===== config.mk =====
export PLATFORM = sky130hd
export DESIGN_NAME = sync_down_counter
export DESIGN_NICKNAME = d
export VERILOG_FILES = /design/src/rtl/counter_defs.sv /design/src/rtl/sync_down_counter.sv
export SDC_FILE = /design/constraint.sdc
export NUM_CORES = 1
export LEC_CHECK = 0
export CAP_MARGIN = 40
export CELL_PAD_IN_SITES_DETAIL_PLACEMENT = 0
export CELL_PAD_IN_SITES_GLOBAL_PLACEMENT = 2
export CORE_MARGIN = 2
export CORE_UTILIZATION = 25
export DETAILED_ROUTE_END_ITERATION = 16
export MAX_ROUTING_LAYER = met4
export PLACE_DENSITY_LB_ADDON = 0.3
export SYNTH_ARGS = -nofsm -noshare
export SYNTH_HDL_FRONTEND = slang
export SYNTH_SLANG_ARGS = --single-unit
export TNS_END_PERCENT = 100

===== constraint.sdc =====
create_clock -name clk -period 1.8 [get_ports clk]
set_input_delay 0.45 -clock clk [delete_from_list [all_inputs] [get_ports clk]]
set_output_delay 0.45 -clock clk [all_outputs]
set_load 0.03 [all_outputs]

===== src/rtl/counter_defs.sv =====
// ---------------------------------------------------------------------------
// counter_defs
// Definitions shared by the counter family so that every counter block uses
// the same state encoding and the same default width.
//   ST_IDLE / ST_RUN : counter state encoding (1 bit)
//   DEFAULT_WIDTH    : default count width in bits
// ---------------------------------------------------------------------------
package counter_defs;

  localparam int DEFAULT_WIDTH = 4;

  typedef enum logic {
    ST_IDLE = 1'b0,
    ST_RUN  = 1'b1
  } state_t;

endpackage : counter_defs


===== src/rtl/sync_down_counter.sv =====
// ---------------------------------------------------------------------------
// sync_down_counter
// Loadable down-counter with a terminal-count pulse and optional periodic
// auto-reload. All state changes happen on the rising edge of clk.
//
// Ports
//   clk          rising-edge clock
//   reset        synchronous reset, active-high
//   load         load request; load_value goes into q and the reload register
//   load_value   start value (WIDTH bits)
//   en           count enable, one decrement per edge while running
//   auto_reload  1: periodic mode, 0: one-shot mode (sampled at terminal edge)
//   q            current count (registered)
//   tc           terminal-count pulse, one cycle wide (registered)
//   busy         high while the counter is running
// ---------------------------------------------------------------------------
module sync_down_counter
  import counter_defs::*;
#(
  parameter int WIDTH = DEFAULT_WIDTH
) (
  input  logic             clk,
  input  logic             reset,
  input  logic             load,
  input  logic [WIDTH-1:0] load_value,
  input  logic             en,
  input  logic             auto_reload,
  output logic [WIDTH-1:0] q,
  output logic             tc,
  output logic             busy
);

  localparam logic [WIDTH-1:0] ONE  = WIDTH'(1);
  localparam logic [WIDTH-1:0] ZERO = '0;

  state_t           state;
  state_t           state_next;
  logic [WIDTH-1:0] q_next;
  logic [WIDTH-1:0] rl;
  logic [WIDTH-1:0] rl_next;
  logic             tc_next;

  // Next-state logic. Load has priority over counting. The terminal edge is
  // the one taken at q=1, so q never decrements through zero: in periodic
  // mode it jumps straight back to the reload value, in one-shot mode it
  // lands on zero and the counter goes idle. A zero load parks the counter
  // in IDLE because there is nothing to count down.
  always_comb begin
    state_next = state;
    q_next     = q;
    rl_next    = rl;
    tc_next    = 1'b0;

    if (load) begin
      q_next     = load_value;
      rl_next    = load_value;
      state_next = (load_value != ZERO) ? ST_RUN : ST_IDLE;
    end else if (state == ST_RUN && en) begin
      if (q == ONE) begin
        tc_next = 1'b1;
        if (auto_reload) begin
          q_next = rl;
        end else begin
          q_next     = ZERO;
          state_next = ST_IDLE;
        end
      end else begin
        q_next = q - ONE;
      end
    end
  end

  // Single register bank for state, count, reload value and terminal pulse.
  always_ff @(posedge clk) begin
    if (reset) begin
      state <= ST_IDLE;
      q     <= ZERO;
      rl    <= ZERO;
      tc    <= 1'b0;
    end else begin
      state <= state_next;
      q     <= q_next;
      rl    <= rl_next;
      tc    <= tc_next;
    end
  end

  // busy is just a decode of the state register.
  assign busy = (state == ST_RUN);

endmodule : sync_down_counter


==> summary.txt <==
Job
  – Max-cap violations: 0

CTS
  – CTS Buf Count: 3
  – Count of clock tree sinks: 10
  – Clock Root Buffer: sky130_fd_sc_hd__clkbuf_4
  – Clock-pin slew on the worst setup and hold paths: 0.07 ns
  – # Post-CTS Setup Buffers: 0
  – CTS tree: built
  – Clock latency on the worst-skew pair: about 0.27 ns
  – Clk buf depth: 2
  – Level count of the clock H-tree: 1

Detailed routing
  – Iter 0 DRT Violations: 18
  – Via total after detailed routing: 534
  – DR vias/cell: between 4 and 5
  – Overall routed net length: 1368 um
  – Post-DRT Antenna Nets: 0
  – Detailed-router iteration count before antenna repair: 4
  – Routed WL per cell: around 12 um
  – Drc violations: 0

Final layout
  – Inserted Diodes: 0
  – Finished Layout Cells: between 100 and 150
  – Final layout net count: 95
  – Share of layout cells above drive strength 1: 14.46%
  – Area of the multi-input gates: 312.8 um^2
  – Area Overhead vs Synth: 44.76%
  – Flip-flop and latch area: 200.2 um^2
  – Number of filler cells placed in the layout: 215

Yosys
  – Cell type with the largest total area after synthesis: sky130_fd_sc_hd__dfxtp_1
  – Most common flop cell mapped by yosys: sky130_fd_sc_hd__dfxtp_1
  – Number of warnings issued by yosys: 0
  – Area share of the largest cell type after synthesis: 37.30%
  – Count of flip-flops with a built-in enable after synthesis: 0
  – Distinct cell type count of the synthesized netlist: 29
  – Cells after Synth: 62
  – Post-synthesis average cell area: ~8.7 um^2
  – Async S/R FF share, synth: 0%
  – Most area-consuming cells after synthesis: sky130_fd_sc_hd__dfxtp_1 (37%), sky130_fd_sc_hd__mux2i_1 (5.6%), sky130_fd_sc_hd__ha_1 (4.7%), sky130_fd_sc_hd__nand2_1 (4.2%), sky130_fd_sc_hd__nor2_1 (4.2%)
  – Total of flip-flops plus latches after synthesis: 10
  – Post-Syn Area: 536.8 um^2
  – Net Count, Synth: 73
  – Sequential share of the synthesized area: 37.30%

Floorplanning
  – Horizontal extent of the die: 50.34 um
  – Ports: 15
  – Area of the placeable core: 2002 um^2
  – Die extent in y: 50.34 um
  – Total number of placement rows: 16
  – Full die area: 2534 um^2
  – Starting Density: 26.81%

STA
  – Final worst setup slack: roughly 0.12 ns
  – Hold slack: roughly 0.46 ns
  – Slew @ Worst Pin: 0.4293 ns
  – Final critical path time including I/O delays and setup: 1.679 ns
  – RSZ-0062 raised after global routing: no
  – Final Max Tran Viols: 0
  – Worst Skew: 0.006836 ns
  – Period Utilization, post-route: between 90% and 100%
  – Max Clk Rate: 595.6 MHz
  – Final hold violations: 0
  – Worst slew margin relative to its limit: around 71%
  – Total negative setup slack: 0 ns
  – Number of endpoints failing setup at the final stage: 0

Global route
  – Vias in the first global route: between 400 and 500
  – GR Overflow Total: 0
  – Antenna violations before repair: 0
  – Largest net degree at the start of global routing: 10
  – Global-route wire length before repair: 2325 um
  – Overall fraction of global-route tracks in use: 12.84%

Pwr
  – Ratio of total power to cell area: 764.5 nW/um^2
  – Comb power frac: 22.8%
  – Internal power summed over all cells: 0.4250 mW
  – Net Sw Power: 0.1690 mW
  – Static leakage power: 0.3347 nW
  – Relative contribution of sequential cells to total power: 42.1%
  – Switching power share of the total: approximately 28%
  – Clock power share: between 30% and 40%
  – Worst VDD drop: 0.0003139 V

Setup path
  – Data required time at the worst endpoint: 1.35 ns
  – Combined buffer and inverter count along the critical path: 1
  – Cell family with most CP delay: buffers and inverters
  – Startpoint class of the critical path: flip-flop
  – Reg-to-reg slack, setup: approximately 0.15 ns
  – Slowest stage cell on the critical path: sky130_fd_sc_hd__clkdlybuf4s50_1
  – Highest cell delay on the worst timing path: roughly 0.66 ns
  – Kind of capture point of the worst setup path: output port
  – Highest fanout seen on the critical path: 1
  – Worst Path Class, Setup: flip-flop to output port
  – Crit path arrival time: 1.23 ns
  – Critical-path cell list: clkdlybuf4s50_1

Placed design
  – Post-DP HPWL: 1076 um
  – Placed cell count: 106
  – Place WS: -0.1091 ns
  – Port Buffer Count: 14
  – Placer's final routability congestion estimate: 0.7894

Status
  – Outcome: complete, no violations

Min path
  – Hold/Removal Path Class: flip-flop to flip-flop
-- logic make-up after synthesis --
logic type	share of synthesized area, %
compound gates	22.15
fa+ha+maj	4.661
buf+inv	4.427
flops	37.30
mux	5.595
simple gates	25.87
-- final cells by class --
cell class / instances / area share (%)
Sequential cell: 10 / 25.76
Clock buffer: 4 / 4.670
Inverter: 4 / 1.932
Multi-Input combinational cell: 46 / 40.26
Timing Repair Buffer: 19 / 23.03
Tap cell: 27 / 4.348
-- placed cells by master (no fill, tap or decap), types with 3 or more instances in the layout --
master	n
sky130_fd_sc_hd__dfxtp_1	10
sky130_fd_sc_hd__clkdlybuf4s50_1	9
sky130_fd_sc_hd__nand2_1	6
sky130_fd_sc_hd__nor2_1	6
sky130_fd_sc_hd__buf_4	5
sky130_fd_sc_hd__inv_1	4
sky130_fd_sc_hd__nor3_1	3
sky130_fd_sc_hd__nand2b_1	3
sky130_fd_sc_hd__mux2i_1	3
sky130_fd_sc_hd__clkbuf_4	3
sky130_fd_sc_hd__dlygate4sd2_1	3
-- routing by layer --
layer,wire length (um),GRT usage [%],vias up,part of all wire (%)
met2,605,17.32,21,44
met4,19,8.108,0,1.4
met1,657,17.24,239,48
met5,0,-,-,0
li1,-,-,272,-
met3,85,2.679,2,6.2
-- worst paths after layout --
check | to | start | cells past startpoint
worst min register to register | q[2] | rl[2] | 2
worst max-delay path | tc | tc | 1
worst min-delay path | q[2] | rl[2] | 2
worst max register to register | q[1] | q[0] | 4
-- sequential cells by signal, summed over array words and instances, names as in the netlist --
register  cells
q             4
rl            4
busy          1
tc            1
-- repair_timing --
item,CTS,global route
gates resized for setup,3,2
endpoints found under the setup margin,3,2
hold buffers,0,0
-- tightest hold or removal path: cells and delay by family (launching register included) --
kind            cells  cell delay (ns)
simple gates        1             0.05
flops               1             0.31
compound gates      1             0.06
-- power groups by stage --
stage          clock [mW]  combinational [mW]  sequential (mW)
5_1_grt             0.223               0.148            0.254
3_3_place_gp            0               0.140            0.256
3_5_place_dp            0               0.139            0.256
2_1_floorplan           0              0.0606            0.272
6_report            0.208               0.135            0.250
4_1_cts             0.212               0.136            0.251
-- through the flow --
| step | utilization, % | power (mW) | cell area (um^2) |
|---|---|---|---|
| after CTS | 38.56 | 0.5991 | 772.0 |
| after detailed placement | 36.94 | 0.3957 | 739.5 |
| after global placement | 36.94 | 0.3966 | 739.5 |
| final | 38.81 | 0.5940 | 777.0 |
| after floorplan | - | 0.3323 | 536.8 |
| after global routing | 38.81 | 0.6254 | 777.0 |
-- synthesized netlist by cell type, types with 2 or more instances --
cell type	instances
sky130_fd_sc_hd__a211oi_1	2
sky130_fd_sc_hd__a21oi_1	2
sky130_fd_sc_hd__dfxtp_1	10
sky130_fd_sc_hd__ha_1	2
sky130_fd_sc_hd__inv_1	4
sky130_fd_sc_hd__mux2i_1	3
sky130_fd_sc_hd__nand2_1	6
sky130_fd_sc_hd__nand2b_1	3
sky130_fd_sc_hd__nor2_1	6
sky130_fd_sc_hd__nor2b_1	2
sky130_fd_sc_hd__nor3_1	3
sky130_fd_sc_hd__o21ai_0	2
No activity file was read; power rests on OpenSTA's default activity.
